--- src/rtl/idiv_radix4_iter_if.sv ---
// rtl/idiv_radix4_iter_if.sv - start/valid handshake bundle for the radix-4 divider
interface idiv_radix4_iter_if #(
    parameter int ibits = 22
);
    logic             i_ena;
    logic [ibits-1:0] i_a;
    logic [ibits-1:0] i_b;
    logic             o_busy;
    logic             o_valid;
    logic [ibits-1:0] o_quot;
    logic [ibits-1:0] o_rem;
    logic             o_dbz;

    modport master (
        output i_ena, i_a, i_b,
        input  o_busy, o_valid, o_quot, o_rem, o_dbz
    );

    modport slave (
        input  i_ena, i_a, i_b,
        output o_busy, o_valid, o_quot, o_rem, o_dbz
    );
endinterface

--- src/rtl/idiv_radix4_iter.sv ---
// rtl/idiv_radix4_iter.sv - iterative unsigned radix-4 restoring divider, 2 quotient bits per clock
module idiv_radix4_iter #(
    parameter int ibits = 22
) (
    input  logic                 i_clk,
    input  logic                 i_nrst,
    idiv_radix4_iter_if.slave    div_if
);
    localparam int W  = ibits + 2;
    localparam int N  = ibits / 2;
    localparam int CW = (N > 1) ? $clog2(N) : 1;

    typedef enum logic [1:0] {IDLE, CALC, DONE} state_t;

    state_t           state_q;
    logic [ibits-1:0] da_q;
    logic [ibits-1:0] pr_q;
    logic [ibits-1:0] q_q;
    logic [W-1:0]     m1_q, m2_q, m3_q;
    logic [CW-1:0]    cnt_q;
    logic             busy_q, valid_q, dbz_q;
    logic [ibits-1:0] quot_q, rem_q;

    logic [W-1:0]     t_d;
    logic [W-1:0]     pr_d;
    logic [1:0]       digit_d;
    logic [ibits-1:0] q_d;

    // Remainder after each step is below m1, so only its low ibits bits are ever stored.
    always_comb begin
        t_d     = {pr_q, da_q[ibits-1:ibits-2]};
        digit_d = 2'd0;
        pr_d    = t_d;
        if (t_d >= m3_q) begin
            digit_d = 2'd3;
            pr_d    = t_d - m3_q;
        end else if (t_d >= m2_q) begin
            digit_d = 2'd2;
            pr_d    = t_d - m2_q;
        end else if (t_d >= m1_q) begin
            digit_d = 2'd1;
            pr_d    = t_d - m1_q;
        end
        q_d = {q_q[ibits-3:0], digit_d};
    end

    always_ff @(posedge i_clk or negedge i_nrst) begin
        if (!i_nrst) begin
            state_q <= IDLE;
            da_q    <= '0;
            pr_q    <= '0;
            q_q     <= '0;
            m1_q    <= '0;
            m2_q    <= '0;
            m3_q    <= '0;
            cnt_q   <= '0;
            busy_q  <= 1'b0;
            valid_q <= 1'b0;
            dbz_q   <= 1'b0;
            quot_q  <= '0;
            rem_q   <= '0;
        end else begin
            case (state_q)
                IDLE, DONE: begin
                    valid_q <= 1'b0;
                    state_q <= IDLE;
                    if (div_if.i_ena) begin
                        if (div_if.i_b != '0) begin
                            da_q    <= div_if.i_a;
                            pr_q    <= '0;
                            q_q     <= '0;
                            m1_q    <= {2'b00, div_if.i_b};
                            m2_q    <= {1'b0, div_if.i_b, 1'b0};
                            m3_q    <= {2'b00, div_if.i_b} + {1'b0, div_if.i_b, 1'b0};
                            cnt_q   <= CW'(N - 1);
                            dbz_q   <= 1'b0;
                            busy_q  <= 1'b1;
                            state_q <= CALC;
                        end else begin
                            quot_q  <= '1;
                            rem_q   <= div_if.i_a;
                            dbz_q   <= 1'b1;
                            valid_q <= 1'b1;
                            state_q <= DONE;
                        end
                    end
                end
                CALC: begin
                    pr_q  <= pr_d[ibits-1:0];
                    q_q   <= q_d;
                    da_q  <= da_q << 2;
                    cnt_q <= cnt_q - 1'b1;
                    if (cnt_q == '0) begin
                        quot_q  <= q_d;
                        rem_q   <= pr_d[ibits-1:0];
                        busy_q  <= 1'b0;
                        valid_q <= 1'b1;
                        state_q <= DONE;
                    end
                end
                default: state_q <= IDLE;
            endcase
        end
    end

    assign div_if.o_busy  = busy_q;
    assign div_if.o_valid = valid_q;
    assign div_if.o_quot  = quot_q;
    assign div_if.o_rem   = rem_q;
    assign div_if.o_dbz   = dbz_q;
endmodule

--- src/flat_wrapper.sv ---
// flat-port wrapper written by rule: the top's interface ports become plain ports
module idiv_radix4_iter_flat 
#(
    parameter int ibits = 22
)
  (i_clk, i_nrst, div_if_i_ena, div_if_i_a, div_if_i_b, div_if_o_busy, div_if_o_valid, div_if_o_quot, div_if_o_rem, div_if_o_dbz);
  idiv_radix4_iter_if #(.ibits(ibits)) div_if_i ();
  input  logic i_clk;
  input  logic i_nrst;
  input wire logic [$bits(div_if_i.i_ena)-1:0] div_if_i_ena;
  input wire logic [$bits(div_if_i.i_a)-1:0] div_if_i_a;
  input wire logic [$bits(div_if_i.i_b)-1:0] div_if_i_b;
  output wire logic [$bits(div_if_i.o_busy)-1:0] div_if_o_busy;
  output wire logic [$bits(div_if_i.o_valid)-1:0] div_if_o_valid;
  output wire logic [$bits(div_if_i.o_quot)-1:0] div_if_o_quot;
  output wire logic [$bits(div_if_i.o_rem)-1:0] div_if_o_rem;
  output wire logic [$bits(div_if_i.o_dbz)-1:0] div_if_o_dbz;
  assign div_if_i.i_ena = div_if_i_ena;
  assign div_if_i.i_a = div_if_i_a;
  assign div_if_i.i_b = div_if_i_b;
  assign div_if_o_busy = div_if_i.o_busy;
  assign div_if_o_valid = div_if_i.o_valid;
  assign div_if_o_quot = div_if_i.o_quot;
  assign div_if_o_rem = div_if_i.o_rem;
  assign div_if_o_dbz = div_if_i.o_dbz;
  idiv_radix4_iter #(.ibits(ibits)) u_core (.i_clk(i_clk), .i_nrst(i_nrst), .div_if(div_if_i));
endmodule
--- config.mk ---
export PLATFORM = sky130hd
export DESIGN_NAME = idiv_radix4_iter_flat
export DESIGN_NICKNAME = d
export VERILOG_FILES = /design/src/rtl/idiv_radix4_iter_if.sv /design/src/rtl/idiv_radix4_iter.sv /design/src/flat_wrapper.sv
export SDC_FILE = /design/constraint.sdc
export NUM_CORES = 1
export LEC_CHECK = 0
export CORE_ASPECT_RATIO = 0.9
export CORE_MARGIN = 2
export CORE_UTILIZATION = 50
export CTS_BUF_LIST = sky130_fd_sc_hd__clkbuf_4 sky130_fd_sc_hd__clkbuf_8
export CTS_CLUSTER_DIAMETER = 50
export DETAILED_ROUTE_END_ITERATION = 8
export PLACE_DENSITY = 0.67
export SLEW_MARGIN = 25
export SYNTH_ARGS = -nofsm -noshare
export SYNTH_HDL_FRONTEND = slang
export SYNTH_SLANG_ARGS = --single-unit
--- constraint.sdc ---
create_clock -name i_clk -period 3.3 [get_ports i_clk]
set_input_delay 0.495 -clock i_clk [delete_from_list [all_inputs] [get_ports i_clk]]
set_output_delay 0.495 -clock i_clk [all_outputs]
set_load 0.01 [all_outputs]
==> results.json, run 1 <==
{
  "final_cell_count_no_fill": 1838,
  "die_area_sq_um": 24710,
  "cp_data_required_time_ns": 3.62,
  "post_synth_instance_area_sq_um": 11730,
  "synth.area.mux_share": 0.005332,
  "clkSinkCount": 162,
  "totalWireLength_microns": 35230,
  "fin_tns_setup_ns": 0,
  "placement.cell_area_sq_um": 13380,
  "wl_per_cell_microns": 19.16,
  "finalInstanceArea_sq_um": 13850,
  "hold_buffers": 0,
  "areaGrowthSynthToFinish_pct": 18.02,
  "cts_max_path_buffers": 2,
  "tritoncts_clock_tree": "yes",
  "ant_nets": 0,
  "count_of_nets_after_finishing": 1677,
  "synth-xor-area-share": 0.04926,
  "die_y_microns": 149.3,
  "max_slew_margin": 0.4111,
  "num_vias": 10900,
  "cp_data_arrival_time_ns": 3.49,
  "max_cap_viol_count": 0,
  "grt_max_degree": 104,
  "wire_length_of_the_first_global_routing_pass_microns": 55930,
  "final-setup-viol-count": 0,
  "nFillCells": 2131,
  "worst-slew-pin-transition_ns": 0.8834,
  "outcome": "finished, final reports clean",
  "placedCellCount": 1803,
  "synth_top_family_by_area": "compound AO/OA/AOI/OAI gates",
  "endpoint_kind": "flip-flop",
  "netlist-cell-type-count": 84,
  "critical_path_peak_fanout": 5,
  "ys_async_sr_fraction": 1.000,
  "core_area_sq_um": 23210,
  "numCtsBuffers": 17,
  "grt_pass1_vias": 10250,
  "fin_crit_ns": 3.174,
  "ys.flop_type": "dfrtp_1",
  "h_tree_levels": 4,
  "synth-edff-count": 0,
  "chipWidth_microns": 165.5,
  "synth_area_per_cell_sq_um": 8.375,
  "grt.overflow.total": 0,
  "initial_core_util": 0.5056,
  "postSynthNetCount": 1555,
  "fp-row-count": 53,
  "routed_via_density": 5.931,
  "io_pins": 94,
  "detailed_place_hpwl_microns": 27040,
  "fraction_of_the_mapped_netlist_area_in_compound_gates": 0.2592,
  "startpoint": "u_core.pr_q[4]",
  "r2r_slack_ns": 0.13,
  "clock_insertion_delay_worst_skew_ns": 0.47,
  "io_buffers": 93,
  "worst_clock_skew_ns": 0.02106,
  "worstRegToRegCells": 12,
  "rsz0062_at_grt": "false",
  "remaining_drc_errors": 0,
  "finalCritPeriodShare": 0.9618,
  "drtIter0Drc": 1024,
  "antenna_found_initial": 0,
  "worstSetupStartpointType": "flip-flop",
  "timing.rr.end": "u_core.pr_q[17]",
  "gp_routability_congestion": 0.9862,
  "post_route_cells_drive_above_1_share": 0.09570,
  "seq_area_frac_synth": 0.3455,
  "clkTransAtPathRegs_ns": 0.11,
  "fmax_ghz": 0.3151,
  "antenna_cells_inserted": 0,
  "timing.rr.start": "u_core.pr_q[4]",
  "ctsRootBufferMaster": "clkbuf_8",
  "yosysWarnings": 0,
  "post_synth_and_or_nand_nor_area_fraction": 0.1685,
  "final_count_of_pins_violating_max_slew": 0,
  "hp-class": "input port to async pin",
  "setup.worst_path.class": "flip-flop to flip-flop",
  "syn-instance-count": 1401,
  "dr.pass1.iters": 7,
  "ys_ff_latch": 162,
  "synth_adder_area_share": 0.1167,
  "final_hold_viol_count": 0,
  "global_route.usage.total": 0.2929
}
cells in the mapped netlist, types with 8 or more instances:
master / count / share of area
nand2_1: 221 / 0.071
dfrtp_1: 162 / 0.35
o21ai_0: 121 / 0.052
a21oi_1: 103 / 0.044
ha_1: 103 / 0.11
inv_1: 88 / 0.028
nor2_1: 76 / 0.024
xnor2_1: 46 / 0.034
clkbuf_1: 36 / 0.012
a31oi_1: 35 / 0.019
a21o_1: 33 / 0.021
o21ai_1: 26 / 0.011
nand3_1: 25 / 0.011
xor2_1: 20 / 0.015
buf_2: 19 / 0.0081
nand4_1: 18 / 0.0096
o22a_1: 18 / 0.013
or3_1: 18 / 0.0096
nor3_1: 17 / 0.0073
o211ai_1: 16 / 0.010
o21a_1: 16 / 0.010
a211oi_1: 13 / 0.0083
nand2b_1: 13 / 0.0069
and3_1: 11 / 0.0059
o31ai_1: 9 / 0.0058
nor2b_1: 8 / 0.0043
worst max path at each step:
stage / cells after the start / end
after global routing: 14 / u_core.pr_q[21]
after CTS: 13 / u_core.pr_q[0]
after global placement: 13 / u_core.m3_q[21]
after detailed placement: 13 / u_core.m3_q[21]
final: 12 / u_core.pr_q[17]
after floorplan: 11 / u_core.pr_q[12]
critical path, stage by stage (launching register included):
cell	delay (ns)
dfrtp_1	0.49
ha_1	0.39
a21oi_1	0.23
nor3b_2	0.29
a21oi_1	0.11
buf_4	0.16
o21bai_1	0.23
buf_4	0.15
o21ai_1	0.08
a21o_1	0.20
or3_1	0.32
a41oi_2	0.27
o21ai_1	0.09
cells in the final DEF (no fill, tap or decap), types with 18 or more instances in the layout:
master / n
nand3_1: 25
clkdlybuf4s50_1: 92
clkbuf_8: 18
a31oi_1: 35
or3_1: 18
nand4_1: 18
ha_1: 102
o22a_1: 18
buf_4: 70
a21oi_1: 103
inv_1: 88
dfrtp_1: 162
xor2_1: 20
xnor2_1: 46
nor2_1: 76
o21ai_0: 120
o21ai_1: 27
a21o_1: 33
nand2_1: 220
registers in the layout (all words and copies together) (netlist names):
name and count:
u_core.m2_q 21, u_core.cnt_q 4, u_core.q_q 20, u_core.div_if.o_busy 1
u_core.da_q 22, u_core.div_if.o_rem 22, u_core.state_q 2, u_core.div_if.o_valid 1
u_core.div_if.o_quot 22, u_core.div_if.o_dbz 1, u_core.m3_q 24, u_core.pr_q 22
kinds of logic (layout without fill, tap and decap cells):
logic type | after synthesis | in the layout
fa+ha+maj | 107 | 107
simple gates | 437 | 437
xor+xnor | 66 | 66
buf+inv | 156 | 291
flops | 162 | 162
compound gates | 467 | 467
mux | 6 | 6
final cells by class:
cell class                      count  area, sq um  area share
Timing Repair Buffer              170         1592      0.1149
Clock inverter                     15        193.9     0.01400
Inverter                           89        334.1     0.02412
Tap cell                          302        377.9     0.02729
Sequential cell                   162         4054      0.2927
Multi-Input combinational cell   1083         7063      0.5100
Clock buffer                       17        234.0     0.01690
metrics by stage:
step | hold WS [ns] | setup WS (ns) | util
after global placement | 0.4555 | 0.07023 | 0.5763
after floorplan | 0.1994 | 0.6342 | -
final | 0.09192 | 0.1260 | 0.5967
after global routing | 0.1631 | 0.006002 | 0.5967
after detailed placement | 0.4715 | -0.007412 | 0.5763
after CTS | 0.1715 | 0.1696 | 0.5947
per-layer routing:
metal	part of all wire	global-route usage
met1	0.47	0.4433
met2	0.43	0.4307
met3	0.071	0.04587
met4	0.023	0.08534
met5	0	0
what timing repair did:
action	4_1_cts	5_1_grt
resized for setup	0	6
endpoints found under the hold margin	0	0
setup buffers	0	3
setup endpoints to repair	0	17
Power of run 1 is left out: the tool's default activity adds up to more than one toggle a clock period on the data nets, which glitch-free logic cannot reach.
==> run 2: changes to the inputs <==
--- a/config.mk
+++ b/config.mk
@@ -7,11 +7,11 @@
 export LEC_CHECK = 0
 export CORE_ASPECT_RATIO = 0.9
 export CORE_MARGIN = 2
-export CORE_UTILIZATION = 50
+export CORE_UTILIZATION = 45
 export CTS_BUF_LIST = sky130_fd_sc_hd__clkbuf_4 sky130_fd_sc_hd__clkbuf_8
 export CTS_CLUSTER_DIAMETER = 50
 export DETAILED_ROUTE_END_ITERATION = 8
-export PLACE_DENSITY = 0.67
+export PLACE_DENSITY = 0.61
 export SLEW_MARGIN = 25
 export SYNTH_ARGS = -nofsm -noshare
 export SYNTH_HDL_FRONTEND = slang
==> results.json, run 2 (synthesis gave the netlist of run 1 again) <==
{
  "outcome": "finished, final reports clean",
  "endpoint_kind": "flip-flop",
  "antenna_found_initial": 0,
  "ctsRootBufferMaster": "clkbuf_8",
  "global_route.usage.total": 0.2625,
  "remaining_drc_errors": 0,
  "worstSetupStartpointType": "flip-flop",
  "chipWidth_microns": 174.2,
  "final_hold_viol_count": 0,
  "rsz0062_at_grt": "false",
  "clock_insertion_delay_worst_skew_ns": 0.48,
  "cts_max_path_buffers": 2,
  "grt.overflow.total": 0,
  "fin_crit_ns": 3.164,
  "fmax_ghz": 0.3161,
  "cp_data_required_time_ns": 3.69,
  "clkTransAtPathRegs_ns": 0.11,
  "largest_register_ffs": 24,
  "post_place_setup_slack_ns": -0.03801,
  "io_buffers": 93,
  "totalWireLength_microns": 35780,
  "timing.rr.start": "u_core.pr_q[8]",
  "detailed_place_hpwl_microns": 27470,
  "final-setup-viol-count": 0,
  "nFillCells": 2434,
  "final_count_of_pins_violating_max_slew": 0,
  "wire_length_of_the_first_global_routing_pass_microns": 56160,
  "numCtsBuffers": 17,
  "largest-register": "u_core.m3_q",
  "tritoncts_clock_tree": "yes",
  "grt_max_degree": 84,
  "antenna_cells_inserted": 0,
  "min_path_cells": 2,
  "areaGrowthSynthToFinish_pct": 18.56,
  "wl_per_cell_microns": 18.94,
  "post_route_cells_drive_above_1_share": 0.09799,
  "die_y_microns": 157.2,
  "dr.pass1.iters": 5,
  "gp_routability_congestion": 0.9479,
  "ant_nets": 0,
  "drtIter0Drc": 1095,
  "worst_clock_skew_ns": 0.02434,
  "final_common_cell": "nand2_1",
  "max_cap_viol_count": 0,
  "fin_tns_setup_ns": 0,
  "initial_core_util": 0.4538,
  "die_area_sq_um": 27380,
  "max_slew_margin": 0.3957,
  "finalCritPeriodShare": 0.9587,
  "cp_data_arrival_time_ns": 3.55,
  "core_area_sq_um": 25850,
  "critical_path_peak_fanout": 14,
  "worst-slew-pin-transition_ns": 0.9065,
  "timing.hold.worst.start": "u_core.div_if.o_quot[6]",
  "num_vias": 10790,
  "count_of_nets_after_finishing": 1682,
  "worstRegToRegCells": 11,
  "setup_slack_ns": 0.1363,
  "r2r_slack_ns": 0.14,
  "h_tree_levels": 4,
  "io_pins": 94,
  "most-common-layout-cells": "220 x nand2_1, 162 x dfrtp_1, 120 x o21ai_0",
  "timing.rr.end": "u_core.pr_q[9]",
  "setup.worst_path.class": "flip-flop to flip-flop",
  "routed_via_density": 5.710,
  "fp-row-count": 56,
  "min_to": "u_core.div_if.o_quot[6]",
  "grt_pass1_vias": 10090,
  "clkSinkCount": 162,
  "hp-class": "flip-flop to flip-flop"
}
[run 2: metrics by stage]
step / utilization / hold WS (ns) / area (sq um) / cells
after floorplan: - / 0.1994 / 11730 / 1401
after global placement: 0.5203 / 0.4581 / 13450 / 1855
after detailed placement: 0.5203 / 0.4568 / 13450 / 1855
after CTS: 0.5373 / 0.4831 / 13890 / 1888
after global routing: 0.5381 / 0.5158 / 13910 / 1889
final: 0.5381 / 0.4829 / 13910 / 1889
[run 2: critical path, stage by stage, from the launching register on]
cell and delay (ns):
dfrtp_1 0.49, ha_1 0.46, nand2_2 0.12, nor3_2 0.34, o211ai_1 0.25, a41oi_2 0.25, buf_4 0.24, buf_4 0.22
a311oi_1 0.06, a211oi_1 0.35, a21oi_2 0.14, o21ai_1 0.15
[run 2: routing by layer]
layer / GRT usage / share of wire
met4: 0.07843 / 0.025
met1: 0.3956 / 0.49
met5: 0 / 0
met3: 0.03647 / 0.071
met2: 0.3893 / 0.42
[run 2: how the worst max path moves through the flow]
| stage | from | slack, ns | endpoint |
|---|---|---|---|
| 6_report | u_core.pr_q[8] | 0.14 | u_core.pr_q[9] |
| 3_5_place_dp | div_if_i_b[1] | -0.04 | u_core.m3_q[21] |
| 3_3_place_gp | div_if_i_b[1] | 0.02 | u_core.m3_q[21] |
| 5_1_grt | u_core.m2_q[10] | 0.009 | u_core.pr_q[9] |
| 4_1_cts | u_core.da_q[20] | 0.11 | u_core.div_if.o_rem[0] |
| 2_1_floorplan | u_core.m3_q[0] | 0.63 | u_core.pr_q[12] |
[run 2: repair_timing]
action,CTS,global route
resized for setup,0,6
hold buffers,1,0
endpoints found under the hold margin,50,0
setup endpoints to repair,0,19
buffers inserted,0,1
[run 2: layout make-up]
type | instances | area, sq um | share of cell area
clock buffer | 17 | 234.0 | 0.01682
tap | 348 | 435.4 | 0.03130
sequential | 162 | 4054 | 0.2914
timing repair buffer | 175 | 1604 | 0.1153
inverter | 89 | 334.1 | 0.02401
multi-input combinational | 1083 | 7057 | 0.5072
clock inverter | 15 | 193.9 | 0.01394
Power of run 2 is left out for the same reason.
==> run 3: changes to the inputs <==
==> constraint.sdc (replaced) <==
create_clock -name i_clk -period 4 [get_ports i_clk]
set_input_delay 0.6 -clock i_clk [delete_from_list [all_inputs] [get_ports i_clk]]
set_output_delay 0.6 -clock i_clk [all_outputs]
set_load 0.01 [all_outputs]
==> results.json, run 3 (synthesis gave the netlist of run 1 again) <==
{
  "outcome": "finished, final reports clean",
  "hold_buffers": 0,
  "largest_register_ffs": 24,
  "drtIter0Drc": 1013,
  "hp-class": "input port to async pin",
  "regArea_sq_um": 4054,
  "final-setup-viol-count": 0,
  "die_y_microns": 157.2,
  "h_tree_levels": 4,
  "tritoncts_clock_tree": "yes",
  "worst_clock_skew_ns": 0.02210,
  "grt_max_degree": 104,
  "max_slew_margin": 0.3249,
  "clock_insertion_delay_worst_skew_ns": 0.48,
  "worst-slew-pin-transition_ns": 1.010,
  "wire_length_of_the_first_global_routing_pass_microns": 56970,
  "most-common-layout-cells": "220 x nand2_1, 162 x dfrtp_1, 121 x o21ai_0",
  "final_common_cell": "nand2_1",
  "cts_max_path_buffers": 2,
  "post_cts_resize_count": 0,
  "remaining_drc_errors": 0,
  "die_area_sq_um": 27380,
  "count_of_nets_after_finishing": 1626,
  "global_route.usage.total": 0.2671,
  "areaGrowthSynthToFinish_pct": 14.40,
  "setup.worst_path.class": "flip-flop to flip-flop",
  "clkTransAtPathRegs_ns": 0.11,
  "chipWidth_microns": 174.2,
  "max_cap_viol_count": 0,
  "numCtsBuffers": 17,
  "grt.overflow.total": 0,
  "wl_per_cell_microns": 19.64,
  "dr.pass1.iters": 5,
  "critical_path_peak_fanout": 6,
  "routed_via_density": 5.831,
  "cp_data_arrival_time_ns": 3.79,
  "cts_setup_buffers": 0,
  "fin_crit_ns": 3.388,
  "worstSetupStartpointType": "flip-flop",
  "initial_core_util": 0.4538,
  "antenna_found_initial": 0,
  "antenna_cells_inserted": 0,
  "nFillCells": 2484,
  "rsz0062_at_grt": "false",
  "num_vias": 10690,
  "cp_data_required_time_ns": 4.40,
  "final_hold_viol_count": 0,
  "largest-register": "u_core.m3_q",
  "endpoint_kind": "flip-flop",
  "finalCritPeriodShare": 0.8469,
  "fp-row-count": 56,
  "detailed_place_hpwl_microns": 27420,
  "gp_routability_congestion": 0.9481,
  "final_count_of_pins_violating_max_slew": 0,
  "fmax_ghz": 0.2952,
  "totalWireLength_microns": 36010,
  "post_route_cells_drive_above_1_share": 0.06330,
  "clkSinkCount": 162,
  "grt_pass1_vias": 10110,
  "core_area_sq_um": 25850,
  "io_buffers": 93,
  "ant_nets": 0,
  "ctsRootBufferMaster": "clkbuf_8",
  "layout.core_utilization": 0.5192,
  "fin_tns_setup_ns": 0,
  "multiInputGateArea_sq_um": 7047,
  "io_pins": 94
}
-- run 3: critical path, cell delays in order, from the launching register on --
cell	delay [ns]
dfrtp_1	0.56
inv_1	0.14
ha_1	0.23
fa_1	0.41
nand2b_1	0.18
a21o_1	0.22
a21oi_1	0.31
o21ba_2	0.23
nand4_1	0.09
a221oi_1	0.48
a221o_1	0.20
mux2i_1	0.11
a21oi_1	0.16
-- run 3: path summary, 6_finish.rpt --
kind                                         startpoint                       to  slack (ns)  cells past startpoint
worst min-delay path                             i_nrst          u_core.da_q[13]        0.17                      1
min in group i_clk              u_core.div_if.o_quot[2]  u_core.div_if.o_quot[2]        0.48                      2
max in group asynchronous                        i_nrst           u_core.pr_q[0]        2.94                      2
worst max-delay path                    u_core.da_q[21]  u_core.div_if.o_rem[21]        0.61                     12
worst min register to register  u_core.div_if.o_quot[2]  u_core.div_if.o_quot[2]        0.48                      2
worst max register to register          u_core.da_q[21]  u_core.div_if.o_rem[21]        0.61                     12
-- run 3: routing by layer --
layer	global-route usage	vias to the layer above	share of wire	routed length (microns)
li1	-	5135	-	-
met1	0.3924	5151	0.47	17000
met2	0.4006	358	0.44	15690
met3	0.04879	45	0.070	2513
met4	0.07723	0	0.022	802
met5	0	-	0	0
-- run 3: area by class of cell --
cell class              instances  area share
multi-input cells            1083      0.5250
clock buffers                  17     0.01743
inverters                      89     0.02489
flip-flops and latches        162      0.3020
well taps                     348     0.03244
repair buffers                119     0.08641
clock inverters                15     0.01184
-- run 3: metrics by stage --
| step | std cells | hold slack [ns] | worst slack, ns | instance area, sq um |
|---|---|---|---|---|
| 2_1_floorplan | 1401 | 0.3044 | 1.288 | 11730 |
| 3_3_place_gp | 1800 | 0.4554 | 0.5127 | 13000 |
| 3_5_place_dp | 1800 | 0.4642 | 0.4430 | 13000 |
| 4_1_cts | 1832 | 0.2010 | 0.6663 | 13400 |
| 5_1_grt | 1833 | 0.2282 | 0.3928 | 13420 |
| 6_report | 1833 | 0.1670 | 0.6125 | 13420 |
Power of run 3 is left out for the same reason.
